[src/rtl/raiz_pkg.sv]
// Shared types and default sizing for the square-root arbiter slice.
package raiz_pkg;

  localparam int DEF_N_REQ   = 4;
  localparam int DEF_W       = 8;
  localparam int DEF_TIMEOUT = 15;

  typedef enum logic [1:0] {
    ST_IDLE,
    ST_ISSUE,
    ST_WAIT,
    ST_RESP
  } state_t;

  // Index width that stays legal for a single requester.
  function automatic int idx_w(input int n);
    return (n > 1) ? $clog2(n) : 1;
  endfunction

endpackage

[src/rtl/rr_picker.sv]
// Combinational round-robin picker: first set req bit strictly after ptr, wrapping.
module rr_picker
  import raiz_pkg::*;
#(
  parameter int N_REQ = DEF_N_REQ,
  parameter int PW    = idx_w(N_REQ)
) (
  input  logic [N_REQ-1:0] req,
  input  logic [PW-1:0]    ptr,
  output logic             valid,
  output logic [PW-1:0]    index
);

  logic [PW-1:0] cand;

  // Walk offsets from farthest to nearest so the nearest hit is written last.
  always_comb begin
    valid = 1'b0;
    index = '0;
    cand  = '0;
    for (int off = N_REQ; off >= 1; off--) begin
      cand = PW'((int'(ptr) + off) % N_REQ);
      if (req[cand]) begin
        valid = 1'b1;
        index = cand;
      end
    end
  end

endmodule

[src/rtl/raiz_arbiter.sv]
// Round-robin arbiter sharing one square-root unit among N_REQ requesters,
// with a WAIT timeout that completes the job with an error flag.
module raiz_arbiter
  import raiz_pkg::*;
#(
  parameter int N_REQ   = DEF_N_REQ,
  parameter int W       = DEF_W,
  parameter int TIMEOUT = DEF_TIMEOUT
) (
  input  logic               clock,
  input  logic               reset,
  input  logic [N_REQ-1:0]   req,
  input  logic [N_REQ*W-1:0] req_data,
  output logic [N_REQ-1:0]   ack,
  output logic [W/2-1:0]     rsp_data,
  output logic [3:0]         rsp_cycles,
  output logic               rsp_err,
  output logic               busy,
  output logic               sq_start,
  output logic [W-1:0]       sq_data,
  input  logic               sq_done,
  input  logic [W/2-1:0]     sq_data_out,
  input  logic [3:0]         sq_cycles
);

  localparam int PW = idx_w(N_REQ);
  localparam int CW = $clog2(TIMEOUT + 1);

  state_t        state;
  logic [PW-1:0] ptr;
  logic [PW-1:0] gnt;
  logic [CW-1:0] cnt;
  logic          pick_vld;
  logic [PW-1:0] pick_idx;
  logic [W-1:0]  pick_op;

  rr_picker #(
    .N_REQ (N_REQ),
    .PW    (PW)
  ) u_pick (
    .req   (req),
    .ptr   (ptr),
    .valid (pick_vld),
    .index (pick_idx)
  );

  always_comb begin
    pick_op = '0;
    for (int i = 0; i < N_REQ; i++) begin
      if (PW'(i) == pick_idx) pick_op = req_data[i*W +: W];
    end
  end

  assign busy = (state != ST_IDLE);

  // ack and sq_start are registered so they line up exactly with RESP / ISSUE.
  always_ff @(posedge clock) begin
    if (!reset) begin
      state      <= ST_IDLE;
      ptr        <= PW'(N_REQ - 1);
      gnt        <= '0;
      cnt        <= '0;
      ack        <= '0;
      sq_start   <= 1'b0;
      sq_data    <= '0;
      rsp_data   <= '0;
      rsp_cycles <= '0;
      rsp_err    <= 1'b0;
    end else begin
      ack      <= '0;
      sq_start <= 1'b0;
      case (state)
        ST_IDLE: begin
          if (pick_vld) begin
            gnt      <= pick_idx;
            sq_data  <= pick_op;
            sq_start <= 1'b1;
            state    <= ST_ISSUE;
          end
        end
        ST_ISSUE: begin
          cnt   <= '0;
          state <= ST_WAIT;
        end
        ST_WAIT: begin
          // A done on the final timeout cycle still counts as a good result.
          if (sq_done) begin
            rsp_data   <= sq_data_out;
            rsp_cycles <= sq_cycles;
            rsp_err    <= 1'b0;
            ack        <= N_REQ'(1) << gnt;
            state      <= ST_RESP;
          end else if (cnt == CW'(TIMEOUT - 1)) begin
            rsp_data   <= '0;
            rsp_cycles <= '0;
            rsp_err    <= 1'b1;
            ack        <= N_REQ'(1) << gnt;
            state      <= ST_RESP;
          end else begin
            cnt <= cnt + CW'(1);
          end
        end
        ST_RESP: begin
          ptr   <= gnt;
          state <= ST_IDLE;
        end
        default: state <= ST_IDLE;
      endcase
    end
  end

endmodule
[config.mk]
export PLATFORM = sky130hd
export DESIGN_NAME = raiz_arbiter
export DESIGN_NICKNAME = d
export VERILOG_FILES = /design/src/rtl/raiz_pkg.sv /design/src/rtl/rr_picker.sv /design/src/rtl/raiz_arbiter.sv
export SDC_FILE = /design/constraint.sdc
export NUM_CORES = 1
export LEC_CHECK = 0
export ABC_AREA = 1
export BUFFER_PORTS_ARGS = -buffer_cell sky130_fd_sc_hd__buf_2
export CAP_MARGIN = 20
export CORE_ASPECT_RATIO = 0.9
export CORE_MARGIN = 2
export CORE_UTILIZATION = 30
export CTS_BUF_LIST = sky130_fd_sc_hd__clkbuf_2 sky130_fd_sc_hd__clkbuf_4 sky130_fd_sc_hd__clkbuf_8
export CTS_CLUSTER_SIZE = 24
export DETAILED_ROUTE_END_ITERATION = 6
export HOLD_SLACK_MARGIN = 0.06
export RECOVER_POWER = 25
export SLEW_MARGIN = 20
export SYNTH_ARGS = -nofsm -noshare
export SYNTH_HDL_FRONTEND = slang
export SYNTH_SLANG_ARGS = --single-unit
[constraint.sdc]
create_clock -name clock -period 1.7 [get_ports clock]
set_input_delay 0.34 -clock clock [delete_from_list [all_inputs] [get_ports clock]]
set_output_delay 0.34 -clock clock [all_outputs]
set_load 0.01 [all_outputs]
==> results of run 1 <==
==> worst max-delay path, stage by stage, from the launching register on <==
cell and delay (ns):
sky130_fd_sc_hd__dfxtp_4 0.37, sky130_fd_sc_hd__buf_12 0.13, sky130_fd_sc_hd__nand2_1 0.09, sky130_fd_sc_hd__o21ai_4 0.07, sky130_fd_sc_hd__nor4_1 0.42, sky130_fd_sc_hd__buf_4 0.20, sky130_fd_sc_hd__nor2_2 0.05, sky130_fd_sc_hd__buf_4 0.16
sky130_fd_sc_hd__o21ai_0 0.16, sky130_fd_sc_hd__nor2_1 0.06
==> cells by family (layout without fill, tap and decap cells) <==
| group | Yosys count | in the layout | synth area share, % |
|---|---|---|---|
| AO/OA/AOI/OAI | 48 | 48 | 14.77 |
| adder cells (fa/ha/maj) | 7 | 7 | 4.720 |
| buffers and inverters | 37 | 130 | 9.036 |
| flip-flops | 32 | 32 | 34.52 |
| AND/OR/NAND/NOR | 134 | 134 | 36.95 |
==> cells in the mapped netlist (3+ instances only) <==
master                    number
sky130_fd_sc_hd__nand2_2      12
sky130_fd_sc_hd__nand2_1      61
sky130_fd_sc_hd__nand3_1      17
sky130_fd_sc_hd__ha_1          7
sky130_fd_sc_hd__nor3_1        3
sky130_fd_sc_hd__o21ai_0      16
sky130_fd_sc_hd__nor2_1       17
sky130_fd_sc_hd__nand4_1      10
sky130_fd_sc_hd__inv_2         4
sky130_fd_sc_hd__nand2_4       3
sky130_fd_sc_hd__o21ai_1       3
sky130_fd_sc_hd__inv_1        24
sky130_fd_sc_hd__dfxtp_1      32
sky130_fd_sc_hd__a21oi_2       6
sky130_fd_sc_hd__a21oi_1      19
==> timing repair <==
| action | CTS | global route |
|---|---|---|
| setup endpoints to repair | 8 | 13 |
| gates cloned | 0 | 1 |
| endpoints found under the hold margin | 0 | 0 |
| buffers inserted | 2 | 2 |
| pin swaps | 9 | 8 |
| resized for setup | 9 | 11 |
==> routing by layer <==
metal  up-vias  wire length (um)  GRT usage (%)
li1       1026                 -              -
met1       840              2237          17.16
met2        53              2203          23.74
met3         7               307          4.101
met4         0                51          3.750
met5         -                 0              0
==> metrics by stage <==
| stage | cell area (sq um) | worst slack, ns | utilization, % | TNS (ns) | power, mW |
|---|---|---|---|---|---|
| 2_1_floorplan | 1856 | 0.05729 | - | 0 | 2.555 |
| 3_3_place_gp | 2396 | -0.02454 | 39.62 | -0.1658 | 3.251 |
| 3_5_place_dp | 2396 | -0.08881 | 39.62 | -0.4895 | 3.271 |
| 4_1_cts | 2550 | -0.002375 | 42.17 | -0.002375 | 4.015 |
| 5_1_grt | 2624 | -0.1836 | 43.39 | -1.657 | 4.465 |
| 6_report | 2624 | -0.1315 | 43.39 | -0.6250 | 4.132 |
==> report_power, final <==
group	switching, mW	internal, mW	leakage [nW]
Combinational	1.40	1.09	0.967
Sequential	0.114	0.935	0.261
Clock	0.272	0.323	0.0510
==> registers in the layout, indices dropped and copies added (netlist names), 2 cells and up <==
register and count:
rsp_data 4, cnt 4, sq_data 8, rsp_cycles 4, ptr 2, ack 4
state 2, gnt 2
==> area by class of cell <==
cell class / count / area [sq um]
sequential: 32 / 644.4
fill: 653 / 3423
clock inverter: 2 / 10.01
multi-input combinational: 189 / 1117
timing repair buffer: 92 / 566.8
tap: 72 / 90.09
clock buffer: 6 / 82.58
inverter: 30 / 112.6
==> final timing paths <==
kind / startpoint / to / slack, ns
hold reg to reg: rsp_cycles[1] / rsp_cycles[1] / 0.47
hold / removal: sq_data_out[3] / rsp_data[3] / 0.30
setup reg to reg: ptr[0] / sq_data[6] / -0.13
setup / recovery: ptr[0] / sq_data[6] / -0.13
==> results.tsv, run 1 <==
stage	metric	value	unit
outcome	result of the run	finished, violations left	
outcome	failing checks	negative setup slack	
clocking	clock latency on the worst-skew pair	0.28	ns
global_routing	wire length of the first global-routing pass	7721	um
synth	post-synthesis net count	312	
sta	setup repair after global routing missed its margin	yes	
routing	routed wirelength normalized by instance count	11.35	um
critical_path	worst endpoint required time	1.88	ns
critical_path	CP Max Fanout	9	
cells_and_area	most frequent standard cell in the layout excluding fill and tap cells	sky130_fd_sc_hd__buf_2	
placement	HPWL after detailed placement	3714	um
clocking	H-tree depth	2	
critical_path	depth of the most critical reg-to-reg path	9	
global_routing	maximum number of pins on one net before global-route repair	16	
routing	vias	1926	
global_routing	final global-route overflow total	0	
placement	GPL Wtd Cong	0.8282	
floorplanning	die area	6831	sq um
sta	Fmax	546.0	MHz
global_routing	total track usage	14.01	%
clocking	Clock Tree Root	sky130_fd_sc_hd__clkbuf_8	
floorplanning	Die Ht	78.61	um
synth	library cells used by synthesis	34	
synth	number of enable flip-flop cells after synthesis	0	
floorplanning	cell row count	27	
global_routing	number of global-route vias before repair	1768	
routing	# DRC	0	
synth	Synth Register Bits	32	
floorplanning	I/O pin count	70	
cells_and_area	non-filler instance count after layout	423	
clocking	clock-pin slew of the registers on the worst-case setup and hold paths	0.07	ns
floorplanning	starting utilization of the core area	30.68	%
placement	DP Cell Count	410	
critical_path	data arrival time of the critical path	2.01	ns
routing	number of nets with antenna violations after detailed routing	0	
synth	Post-Syn Area per Cell	7.192	sq um
sta	final-report max-slew violation count	0	
sta	max_slew headroom	71.03	%
synth	largest cells by area after synthesis	sky130_fd_sc_hd__dfxtp_1 (35%), sky130_fd_sc_hd__nand2_1 (12%), sky130_fd_sc_hd__a21oi_1 (5.1%)	
sta	Least-Margin Pin Slew	0.4306	ns
floorplanning	horizontal die dimension	86.90	um
sta	Final min period	1.832	ns
cells_and_area	antenna diode instance count	0	
sta	Hold Vio Cnt, Final	0	
synth	number of warnings reported in the yosys synthesis log	0	
worst_hold_path	kind of path behind the tightest hold check	input port to register	
critical_path	Crit Path Category	register to register	
power_and_ir_drop	power per cell area	1575	nW/um^2
cells_and_area	ratio of cells with drive above 1 in the final layout	40.17	%
sta	final critical-path share of the clock period	107.7	%
cells_and_area	synth-to-layout area growth	41.40	%
synth	sequential-to-total area share from yosys stat	34.52	%
critical_path	startpoint kind of the worst setup timing path	register	
synth	top cell type by total area after synthesis	sky130_fd_sc_hd__dfxtp_1	
clocking	Max Root-Sink Buffers	2	
global_routing	initial antenna violation count	0	
routing	iteration count of the initial detailed-routing pass	4	
clocking	Num CTS Buffers	5	
synth	cell count after synthesis	258	
clocking	number of buffers added to fix hold violations after cts	0	
worst_hold_path	Worst Hold Path Cells	3	
cells_and_area	final net count	404	
routing	final WL	4799	um
synth	fraction of post-synthesis cell area in the top cell type by area	34.52	%
critical_path	Setup crit end kind	register	
cells_and_area	most frequent cells in the layout	sky130_fd_sc_hd__buf_2 (61), sky130_fd_sc_hd__nand2_1 (55), sky130_fd_sc_hd__dfxtp_1 (31)	
sta	PnR worst setup slack	-0.1315	ns
clocking	clock tree from TritonCTS	done	
placement	count of buffers inserted at the top-level ports	69	
sta	final-report setup violation count	12	
sta	clock skew	0.005710	ns
synth	netlist area before placement	1856	sq um
flow_run	Maximum Capacitance Violations	0	
synth	Post-synth top flop	sky130_fd_sc_hd__dfxtp_1	
routing	1st-iter DRT viols	84	
sta	final worst hold slack	0.3036	ns
synth	share of async-settable or async-resettable flops after synthesis	0	%
routing	drt via density	4.553	
floorplanning	area of the core region	6047	sq um
power_and_ir_drop	leakage component of the power	1.280	nW
clocking	clk sink count	32	
power_and_ir_drop	maximum VDD drop	658.1	uV
No activity file was read; power rests on OpenSTA's default activity.
==> inputs of run 2 (changes only) <==
Settings changed: CELL_PAD_IN_SITES_DETAIL_PLACEMENT set to 0, CELL_PAD_IN_SITES_GLOBAL_PLACEMENT set to 1, PLACE_DENSITY_LB_ADDON set to 0.1.
==> results.tsv, run 2 (synthesized netlist as in run 1, its figures left out) <==
stage	metric	value	unit	change
flow_run	Maximum Capacitance Violations	0		unchanged
critical_path	cell breakdown of the critical path	buf_12, o21ai_4, nand2_2, nand2_2, nand2_4, nand3_4, nand2_8, nor2_4, nand2_1, nand4_1, nand2_1, a21oi_2		
outcome	failing checks	negative setup slack		
routing	number of nets with antenna violations after detailed routing	0		unchanged
outcome	result of the run	finished, violations left		
critical_path	Crit Path Category	register to register		
global_routing	number of global-route vias before repair	1831		+3.6%
critical_path	startpoint kind of the worst setup timing path	register		
routing	drt via density	4.517		-0.79%
global_routing	wire length of the first global-routing pass	8424	um	+9.1%
clocking	Max Root-Sink Buffers	2		unchanged
cells_and_area	area taken by multi-input logic gates	1175	sq um	+5.2%
clocking	clk sink count	32		unchanged
sta	setup repair after global routing missed its margin	yes		
floorplanning	Die Ht	78.61	um	unchanged
worst_hold_path	kind of path behind the tightest hold check	input port to register		
sta	final-report setup violation count	4		-8
sta	final-report max-slew violation count	0		unchanged
sta	Fmax	575.2	MHz	+5.4%
power_and_ir_drop	switching part of the total	43.56	%	+0.31 points
cells_and_area	Filler Cell Count	658		+0.77%
sta	max_slew headroom	79.69	%	+8.7 points
worst_hold_path	Worst Hold Path Cells	3		unchanged
sta	Least-Margin Pin Slew	0.3022	ns	-0.1284 ns
global_routing	maximum number of pins on one net before global-route repair	13		-3
critical_path	depth of the most critical reg-to-reg path	12		+3
sta	Final min period	1.738	ns	-0.09305 ns
routing	routed wirelength normalized by instance count	12.20	um	+7.5%
power_and_ir_drop	maximum VDD drop	651.2	uV	-1.0%
power_and_ir_drop	part of the power in the clock network	13.6	%	-0.8 points
critical_path	worst endpoint required time	1.92	ns	+0.04 ns
cells_and_area	most frequent cells in the layout	sky130_fd_sc_hd__buf_2 (60), sky130_fd_sc_hd__nand2_1 (52), sky130_fd_sc_hd__dfxtp_1 (30)		
sta	PnR worst setup slack	-0.03845	ns	+0.09305 ns
sta	final critical-path share of the clock period	102.3	%	-5.5 points
routing	vias	1947		+1.1%
routing	# DRC	0		unchanged
power_and_ir_drop	Tot Pwr	4.286	mW	+3.7%
floorplanning	cell row count	27		unchanged
critical_path	CP Max Fanout	8		-1
critical_path	data arrival time of the critical path	1.96	ns	-0.05 ns
power_and_ir_drop	portion of total power attributed to sequential cells	24.4	%	-1.0 points
routing	1st-iter DRT viols	30		-64%
cells_and_area	most frequent standard cell in the layout excluding fill and tap cells	sky130_fd_sc_hd__buf_2		
floorplanning	die area	6831	sq um	unchanged
floorplanning	I/O pin count	70		unchanged
critical_path	Slowest cell on crit path	sky130_fd_sc_hd__dfxtp_4		
floorplanning	starting utilization of the core area	30.68	%	unchanged
placement	DP Cell Count	416		+1.5%
clocking	clock tree from TritonCTS	done		
clocking	clock-pin slew of the registers on the worst-case setup and hold paths	0.08	ns	about the same
sta	clock skew	0.005726	ns	+0.00001610 ns
power_and_ir_drop	Internal Power	2.419	mW	+3.2%
placement	GPL Wtd Cong	0.7926		-4.3%
cells_and_area	antenna diode instance count	0		unchanged
cells_and_area	non-filler instance count after layout	431		+1.9%
power_and_ir_drop	leakage component of the power	1.331	nW	+4.0%
critical_path	Setup crit end kind	register		
routing	iteration count of the initial detailed-routing pass	4		unchanged
global_routing	final global-route overflow total	0		unchanged
global_routing	total track usage	15.64	%	+1.6 points
clocking	H-tree depth	2		unchanged
floorplanning	horizontal die dimension	86.90	um	unchanged
clocking	Num CTS Buffers	5		unchanged
cells_and_area	final net count	412		+2.0%
clocking	clock latency on the worst-skew pair	0.28	ns	about the same
floorplanning	area of the core region	6047	sq um	unchanged
routing	final WL	5258	um	+9.6%
cells_and_area	sequential standard cell area	645.6	sq um	+0.19%
placement	HPWL after detailed placement	3935	um	+6.0%
cells_and_area	ratio of cells with drive above 1 in the final layout	42.90	%	+2.7 points
sta	final worst hold slack	0.3024	ns	-0.001185 ns
clocking	Clock Tree Root	sky130_fd_sc_hd__clkbuf_8		
power_and_ir_drop	combinational group share of total power	61.9	%	+1.7 points
critical_path	delay of the slowest cell on the worst path	0.37	ns	-0.05 ns
power_and_ir_drop	net switching power figure	1.867	mW	+4.5%
cells_and_area	register with the most flip-flops	sq_data		
cells_and_area	flip-flop count of the largest register, all copies and words added	8		unchanged
power_and_ir_drop	power per cell area	1559	nW/um^2	-0.99%
sta	Hold Vio Cnt, Final	0		unchanged
global_routing	initial antenna violation count	0		unchanged
cells_and_area	synth-to-layout area growth	48.15	%	
placement	count of buffers inserted at the top-level ports	69		unchanged
[run 2: metal layers]
metal | wire, um | global-route usage (%) | vias to the layer above
li1 | - | - | 1042
met1 | 2649 | 22.23 | 867
met2 | 2339 | 23.13 | 36
met3 | 241 | 3.891 | 2
met4 | 27 | 4.688 | 0
met5 | 0 | 0 | -
[run 2: path summary, 6_finish.rpt]
check / start / to / slack (ns)
worst max-delay path: ptr[0] / sq_data[4] / -0.04
worst min-delay path: sq_data_out[1] / rsp_data[1] / 0.30
worst max register to register: ptr[0] / sq_data[4] / -0.04
worst min register to register: sq_data[4] / sq_data[4] / 0.47
[run 2: layout make-up]
class / count / area share, %
clock buffer: 5 / 2.503
clock inverter: 3 / 0.6827
inverter: 30 / 4.096
multi-input combinational: 189 / 42.74
sequential: 32 / 23.49
tap: 72 / 3.277
timing repair buffer: 100 / 23.21
[run 2: through the flow]
step           area, sq um  setup WS [ns]  setup TNS (ns)  util [%]
3_3_place_gp          2441       -0.09521         -0.3376     40.37
5_1_grt               2749        -0.1582          -1.201     45.46
6_report              2749       -0.03845        -0.05802     45.46
2_1_floorplan         1856        0.05729               0         -
3_5_place_dp          2441       -0.09951         -0.3701     40.37
4_1_cts               2586      -0.004632       -0.004632     42.77
[run 2: power by group through the flow]
stage / clock network, mW / registers, mW / logic, mW
after floorplan: 0 / 1.10 / 1.46
after global placement: 0 / 1.06 / 2.30
after detailed placement: 0 / 1.05 / 2.29
after CTS: 0.610 / 1.04 / 2.40
after global routing: 0.649 / 1.08 / 2.94
final: 0.585 / 1.05 / 2.65
[run 2: what timing repair did]
action                     CTS  global route
gates resized for setup     12            23
pin swaps                    4            10
hold buffers                 0             0
gates cloned                 0             2
setup endpoints to repair   10            11
setup buffers                1             4
[run 2: critical path, delay by kind of cell (launching register included)]
kind	cells	cell delay, ns
AOI/OAI and AO/OA	2	0.30
buffers and inverters	1	0.14
DFF	1	0.37
and+or+nand+nor	9	0.88
